<file path="src/rtl/light_show_sequencer.sv">
// Light show sequencer: white phase, then an automatic walk through NUM_STEPS colours, with a manual override.
// Latency: every output is registered, so an input sampled in cycle t shows up at t+1; the first colour pulse comes WHITE_CYCLES cycles after active rises.
// Backpressure: none; start is a pulse, repeat_en and manual are levels, stop wins over all of them, and rst wins over stop.
module light_show_sequencer #(
    parameter int WHITE_CYCLES = 16,
    parameter int STEP_CYCLES  = 8,
    parameter int NUM_STEPS    = 6,
    parameter int CW           = 8
) (
    input  logic       clk,
    input  logic       rst,
    input  logic       start,
    input  logic       stop,
    input  logic       repeat_en,
    input  logic       manual,
    input  logic       manual_sel,
    input  logic       manual_button,
    output logic       sel,
    output logic       button,
    output logic       active,
    output logic [2:0] step_count
);

    typedef enum logic [1:0] {
        IDLE  = 2'd0,
        WHITE = 2'd1,
        STEP  = 2'd2
    } state_t;

    localparam logic [CW-1:0] WHITE_LAST = CW'(WHITE_CYCLES - 1);
    localparam logic [CW-1:0] STEP_LAST  = CW'(STEP_CYCLES - 1);
    localparam logic [2:0]    STEPS_MAX  = 3'(NUM_STEPS);

    state_t        state, state_nxt;
    logic [CW-1:0] cnt, cnt_nxt;
    logic [2:0]    sc_nxt;
    logic          sel_nxt, button_nxt, active_nxt;
    logic          btn_q;

    always_comb begin
        state_nxt  = state;
        cnt_nxt    = cnt;
        sc_nxt     = step_count;
        button_nxt = 1'b0;
        if (stop) begin
            state_nxt = IDLE;
            cnt_nxt   = '0;
            sc_nxt    = '0;
        end else if (manual) begin
            // FSM frozen; only the user's button edge reaches the colour counter
            button_nxt = manual_button & ~btn_q;
        end else begin
            case (state)
                IDLE: begin
                    if (start) begin
                        state_nxt = WHITE;
                        cnt_nxt   = '0;
                        sc_nxt    = '0;
                    end
                end
                WHITE: begin
                    if (cnt == WHITE_LAST) begin
                        state_nxt  = STEP;
                        cnt_nxt    = '0;
                        button_nxt = 1'b1;
                        sc_nxt     = step_count + 3'd1;
                    end else begin
                        cnt_nxt = cnt + 1'b1;
                    end
                end
                STEP: begin
                    if (cnt != STEP_LAST) begin
                        cnt_nxt = cnt + 1'b1;
                    end else if (step_count < STEPS_MAX) begin
                        cnt_nxt    = '0;
                        button_nxt = 1'b1;
                        sc_nxt     = step_count + 3'd1;
                    end else if (repeat_en) begin
                        state_nxt = WHITE;
                        cnt_nxt   = '0;
                        sc_nxt    = '0;
                    end else begin
                        // step_count keeps the finished show's total until the next start
                        state_nxt = IDLE;
                        cnt_nxt   = '0;
                    end
                end
                default: begin
                    state_nxt = IDLE;
                    cnt_nxt   = '0;
                    sc_nxt    = '0;
                end
            endcase
        end
        active_nxt = (state_nxt != IDLE);
        if (stop) begin
            sel_nxt = 1'b0;
        end else if (manual) begin
            sel_nxt = manual_sel;
        end else begin
            sel_nxt = (state_nxt == STEP);
        end
    end

    always_ff @(posedge clk) begin
        if (rst) begin
            state      <= IDLE;
            cnt        <= '0;
            step_count <= '0;
            sel        <= 1'b0;
            button     <= 1'b0;
            active     <= 1'b0;
            btn_q      <= 1'b0;
        end else begin
            state      <= state_nxt;
            cnt        <= cnt_nxt;
            step_count <= sc_nxt;
            sel        <= sel_nxt;
            button     <= button_nxt;
            active     <= active_nxt;
            // tracked even outside manual so an already-held button gives no edge
            btn_q      <= manual_button;
        end
    end

endmodule
</file>
<file path="config.mk">
export PLATFORM = sky130hd
export DESIGN_NAME = light_show_sequencer
export DESIGN_NICKNAME = d
export VERILOG_FILES = /design/src/rtl/light_show_sequencer.sv
export SDC_FILE = /design/constraint.sdc
export NUM_CORES = 1
export LEC_CHECK = 0
export BUFFER_PORTS_ARGS = -buffer_cell sky130_fd_sc_hd__buf_2
export CORE_UTILIZATION = 55
export DETAILED_ROUTE_END_ITERATION = 12
export GPL_ROUTABILITY_DRIVEN = 0
export MAX_ROUTING_LAYER = met4
export PLACE_DENSITY = 0.76
export SLEW_MARGIN = 30
export SYNTH_ARGS = -nofsm -noshare
export SYNTH_HDL_FRONTEND = slang
export SYNTH_SLANG_ARGS = --single-unit
</file>
<file path="constraint.sdc">
create_clock -name clk -period 4 [get_ports clk]
set_input_delay 0.4 -clock clk [delete_from_list [all_inputs] [get_ports clk]]
set_output_delay 0.4 -clock clk [all_outputs]
set_load 0.01 [all_outputs]
</file>
# Word level (Yosys, flattened, before mapping)
# Cells that the tools add are included.
# W data, S select, Z words.
# word_totals
out_inout_bits	6
reg_bits	17
# classes
reduce_logical	5
add_sub_neg	2
n_eq_ne	9
muxes	24
bitwise	3
magnitude_cmp	1
# op_table
op	n
$mux W8	3
$pmux W8 S3	1
$mux W3	5
$mux W2	6
$pmux W3 S3	1
$add A8 B1 Y8 const B	1
$eq A8 B4 Y1 const B	1
$ne A8 B3 Y1 const B	1
$mux W1	6
$ne A2 B2 Y1 const B	3
$pmux W2 S3	1
$reduce_and A5 Y1	1
$eq A2 B2 Y1 const B	2
$add A3 B1 Y3 const B	1
$lt A3 B3 Y1 const B	1
$ne A3 B3 Y1 const B	1
$eq A2 B1 Y1 const B	1
$logic_not A2 Y1	1
$not A1 Y1	2
$pmux W1 S2	1
$reduce_and A2 Y1	1
$reduce_bool A2 Y1	1
$reduce_or A2 Y1	1
$and A1 B1 Y1	1

# Longest topological paths before layout
# depth
depth_word	8
ltp_mapped	7

# Worst setup path after synthesis
# OpenSTA, ideal clock, no wires.
# synth_timing
path_type	register -> register
startpoint	register cnt[4]
endpoint	register step_count[2]
slack_ns	2.067
required_time_ns	3.930
arrival_time_ns	1.863
period_less_slack_ns	1.933
n_path_buf	1
path_stages_with_launch	7
path_cell_list	dfxtp_1 -> or4_4 -> buf_6 -> nor3_4 -> o211ai_2 -> or4_1 -> a21oi_1
# synth_between
elab_chain_len	3
# synth_lines
element	line	rtl
from (decl)	35	logic [CW-1:0] cnt, cnt_nxt;
from (signal assigned)	116	cnt <= cnt_nxt;
$ne A8 B3 Y1 or $eq A8 B4 Y1 (tied branches)	72, 62	
$ne A2 B2 Y1 (no source line)	--	
$reduce_and A5 Y1 (no source line) (*)	--	
to (signal assigned)	117	step_count <= sc_nxt;
to (decl)	21	output logic [2:0] step_count
# Mark *: on every way between the ends. The rest lies on a longest branch, timed or not.
# A chain may end at the register's enable or synchronous reset.

# Worst setup path after layout
# layout_timing
startpoint	register state[0]
endpoint	register step_count[2]
# layout_between
elab_chain_len	3
# layout_lines
element	line	rtl
from (decl)	34	state_t state, state_nxt;
from (signal assigned)	115	state <= state_nxt;
$eq A2 B2 Y1, or another cell as far along	53	case (state)
$ne A3 B3 Y1 (no source line) or $ne A2 B2 Y1 (tied branches)	--	
$reduce_and A5 Y1 (no source line)	--	
# Parallel ways exist; a longest one is shown, timed or not.

==> run_results.csv <==
group,metric,value,unit
outcome,status,"finished, final reports clean",
drt,wirelength,1950,um
floorplan,io_pins,14,
global_route,first_global_vias,771,
clock_network,cts-root-buf,"clkbuf_4",
worst_setup_path,startpoint,"state[0]",
floorplan,core_area,0.00173,sq mm
power,total_power,0.292,mW
yosys,synth.most_common_cell,"dfxtp_1",
worst_setup_path,cp.required,4.23,ns
timing,min_period,2.07,ns
timing,post-route-period-util,51.7,%
worst_setup_path,end_kind,"flop",
yosys,syn_nets,132,
yosys,syn_inst,118,
clock_network,insertion_delay,0.30,ns
clock_network,htreeDepth,1,
clock_network,numCtsBuffers,3,
floorplan,die_w,44.8,um
flow_run,cap_viol_max_count,0,
yosys,synthArstFlopShare,0,%
timing,finalSetupViolations,0,
yosys,yosysWarnings,0,
hold_path,hp-class,"primary input to flop",
timing,hold_viol,0,
worst_setup_path,r2r-end,"step_count[2]",
timing,max_slew_margin,69.1,%
drt,via_count,882,
yosys,synth_edf_count,0,
worst_setup_path,cp.arrival,2.30,ns
worst_setup_path,cp_max_fo,8,
clock_network,cts_hold_buf,0,
timing,fin_skew,0.00353,ns
drt,drt-vias-per-instance,5.62,
layout,diodes,0,
clock_network,cts_num_sinks,17,
yosys,synth_area_leaders,"dfxtp_1 (34%), ha_1 (7.4%), a21oi_1 (4.5%), nand2_1 (4.1%), nor2_1 (4.1%)",
global_route,antenna_found_initial,0,
power,power.leakage,0.406,nW
worst_setup_path,worstRegToRegCells,7,
drt,wire_per_inst,12.4,um
worst_setup_path,reg2reg_slack,1.93,ns
placement,numPortBuffers,13,
worst_setup_path,crit_path_start_kind,"flop",
clock_network,cts_resized,0,
placement,dp_hpwl,1430,um
timing,rsz0062_at_grt,"false",
floorplan,start_util,58.4,%
timing,fin_setup_tns,0,ns
clock_network,cts_tree,"built",
floorplan,num_rows,15,
yosys,ys_ff_latch,17,
timing,slew_viol_final,0,
layout,area_growth,9.93,%
drt,drtAntennaViolNets,0,
global_route,grt_pass1_wl,3290,um
power,ir_worst_vdd,0.158,mV
yosys,yosys_most_used_dff,"dfxtp_1",
layout,multi_input_area,626,sq um
floorplan,die_area,0.00201,sq mm
yosys,syn_avg_cell_area,8.55,sq um
yosys,post-synth-top-area-fraction,33.7,%
global_route,grt_max_degree,13,
global_route,grt_use_total,23.3,%
power,pwr_density_cell,263,mW/mm^2
yosys,yosysTopAreaCell,"dfxtp_1",
yosys,ys_seq_area_share,33.7,%
drt,drcViolationCount,0,
yosys,synth_area,0.00101,sq mm
clock_network,postCtsSetupBuffers,0,
yosys,synth.distinct_cells,43,
timing,worst_pin_slew,0.459,ns
floorplan,die_height,44.8,um
drt,firstDrtPassIters,4,
layout,register_area,340,sq um
drt,drt_iter0_drc,19,
worst_setup_path,endpoint,"step_count[2]",
global_route,grt-ovfl-total,0,
clock_network,clk_pin_slew,0.10,ns
timing,fmax,0.484,GHz
layout,fillers,156,
layout,fin_nets,147,
clock_network,clock_path_buffers,2,
layout,drive_gt1_share,19.7,%
worst_setup_path,regToRegStartpoint,"state[0]",
yosys,synthTopCellsByCount,"dfxtp_1 (17), nand2_1 (11), nor2_1 (11), a21oi_1 (9), ha_1 (6)",
worst_setup_path,crit_type,"flop to flop",
layout by cell type (no fill, tap or decap), drive strengths merged, types with 2 or more instances in the layout:
cell    synthesis  final
inv             5      5
nand4           2      2
nand3           4      4
ha              6      6
buf             1     13
o21ai           6      6
dfxtp          17     17
xnor2           2      2
xor2            3      3
or2             3      3
clkbuf          1      3
nand2          11     11
a21oi           9      9
nand3b          5      5
nand4b          3      3
or3             3      3
nor4            3      3
or4             2      2
nor2           12     12
flip-flops by register name (all words and copies together), names as in the netlist:
signal and count:
sel 1, button 1, step_count 3, active 1, state 2, btn_q 1, cnt 8
power breakdown:
group | leakage [nW] | switching (mW) | internal (mW)
registers | 0.138 | 0.000873 | 0.171
clock network | 0.0177 | 0.0563 | 0.0373
logic | 0.251 | 0.0151 | 0.0111
how the worst min path moves through the flow:
stage                              from  cells past startpoint  slack [ns]             to
after floorplan                  cnt[1]                      2        0.45         cnt[1]
after detailed placement  step_count[0]                      2        0.47  step_count[0]
after global placement           cnt[1]                      2        0.47         cnt[1]
after global routing                rst                      2        0.24          btn_q
after CTS                           rst                      2        0.25          btn_q
final                               rst                      2        0.25          btn_q
worst max-delay path: stages (launching register included):
cell and delay, ns:
dfxtp_1 0.43, inv_1 0.11, ha_1 0.30, or2_2 0.34, o21ai_2 0.08, o211ai_2 0.13, or4_1 0.48, a21oi_1 0.13
cell type report:
cell class | instances | area share, %
flip-flops and latches | 17 | 30.7
clock inverters | 1 | 0.451
clock buffers | 3 | 2.03
multi-input cells | 93 | 56.4
repair buffers | 13 | 5.87
inverters | 5 | 1.69
well taps | 25 | 2.82
cell families (layout without fill, tap and decap cells):
| logic type | after synthesis | in the layout | share of synthesized area [%] |
|---|---|---|---|
| XOR/XNOR | 5 | 5 | 4.34 |
| AND/OR/NAND/NOR | 55 | 55 | 32.0 |
| flip-flops | 17 | 17 | 33.7 |
| AO/OA/AOI/OAI | 26 | 26 | 17.2 |
| multiplexers | 1 | 1 | 0.993 |
| adder cells (fa/ha/maj) | 6 | 6 | 7.44 |
| buffers and inverters | 8 | 22 | 4.22 |
layer usage:
layer	vias to the layer above	wire length, um	GRT usage (%)
met5	-	0	-
met4	0	36	12.1
met3	5	79	4.80
met2	21	907	34.7
met1	403	928	29.6
li1	453	-	-
per-stage QoR:
step                hold WS (ns)  worst slack (ns)  util [%]  cells  area, sq um
global placement           0.467              2.01      62.6    153         1080
detailed placement         0.473              1.98      62.6    153         1080
finish                     0.254              1.93      64.2    157         1110
global route               0.243              1.73      64.2    157         1110
CTS                        0.252              1.94      64.2    157         1110
floorplan                  0.449              2.07         -    118         1010
No activity file was read; power rests on OpenSTA's default activity.
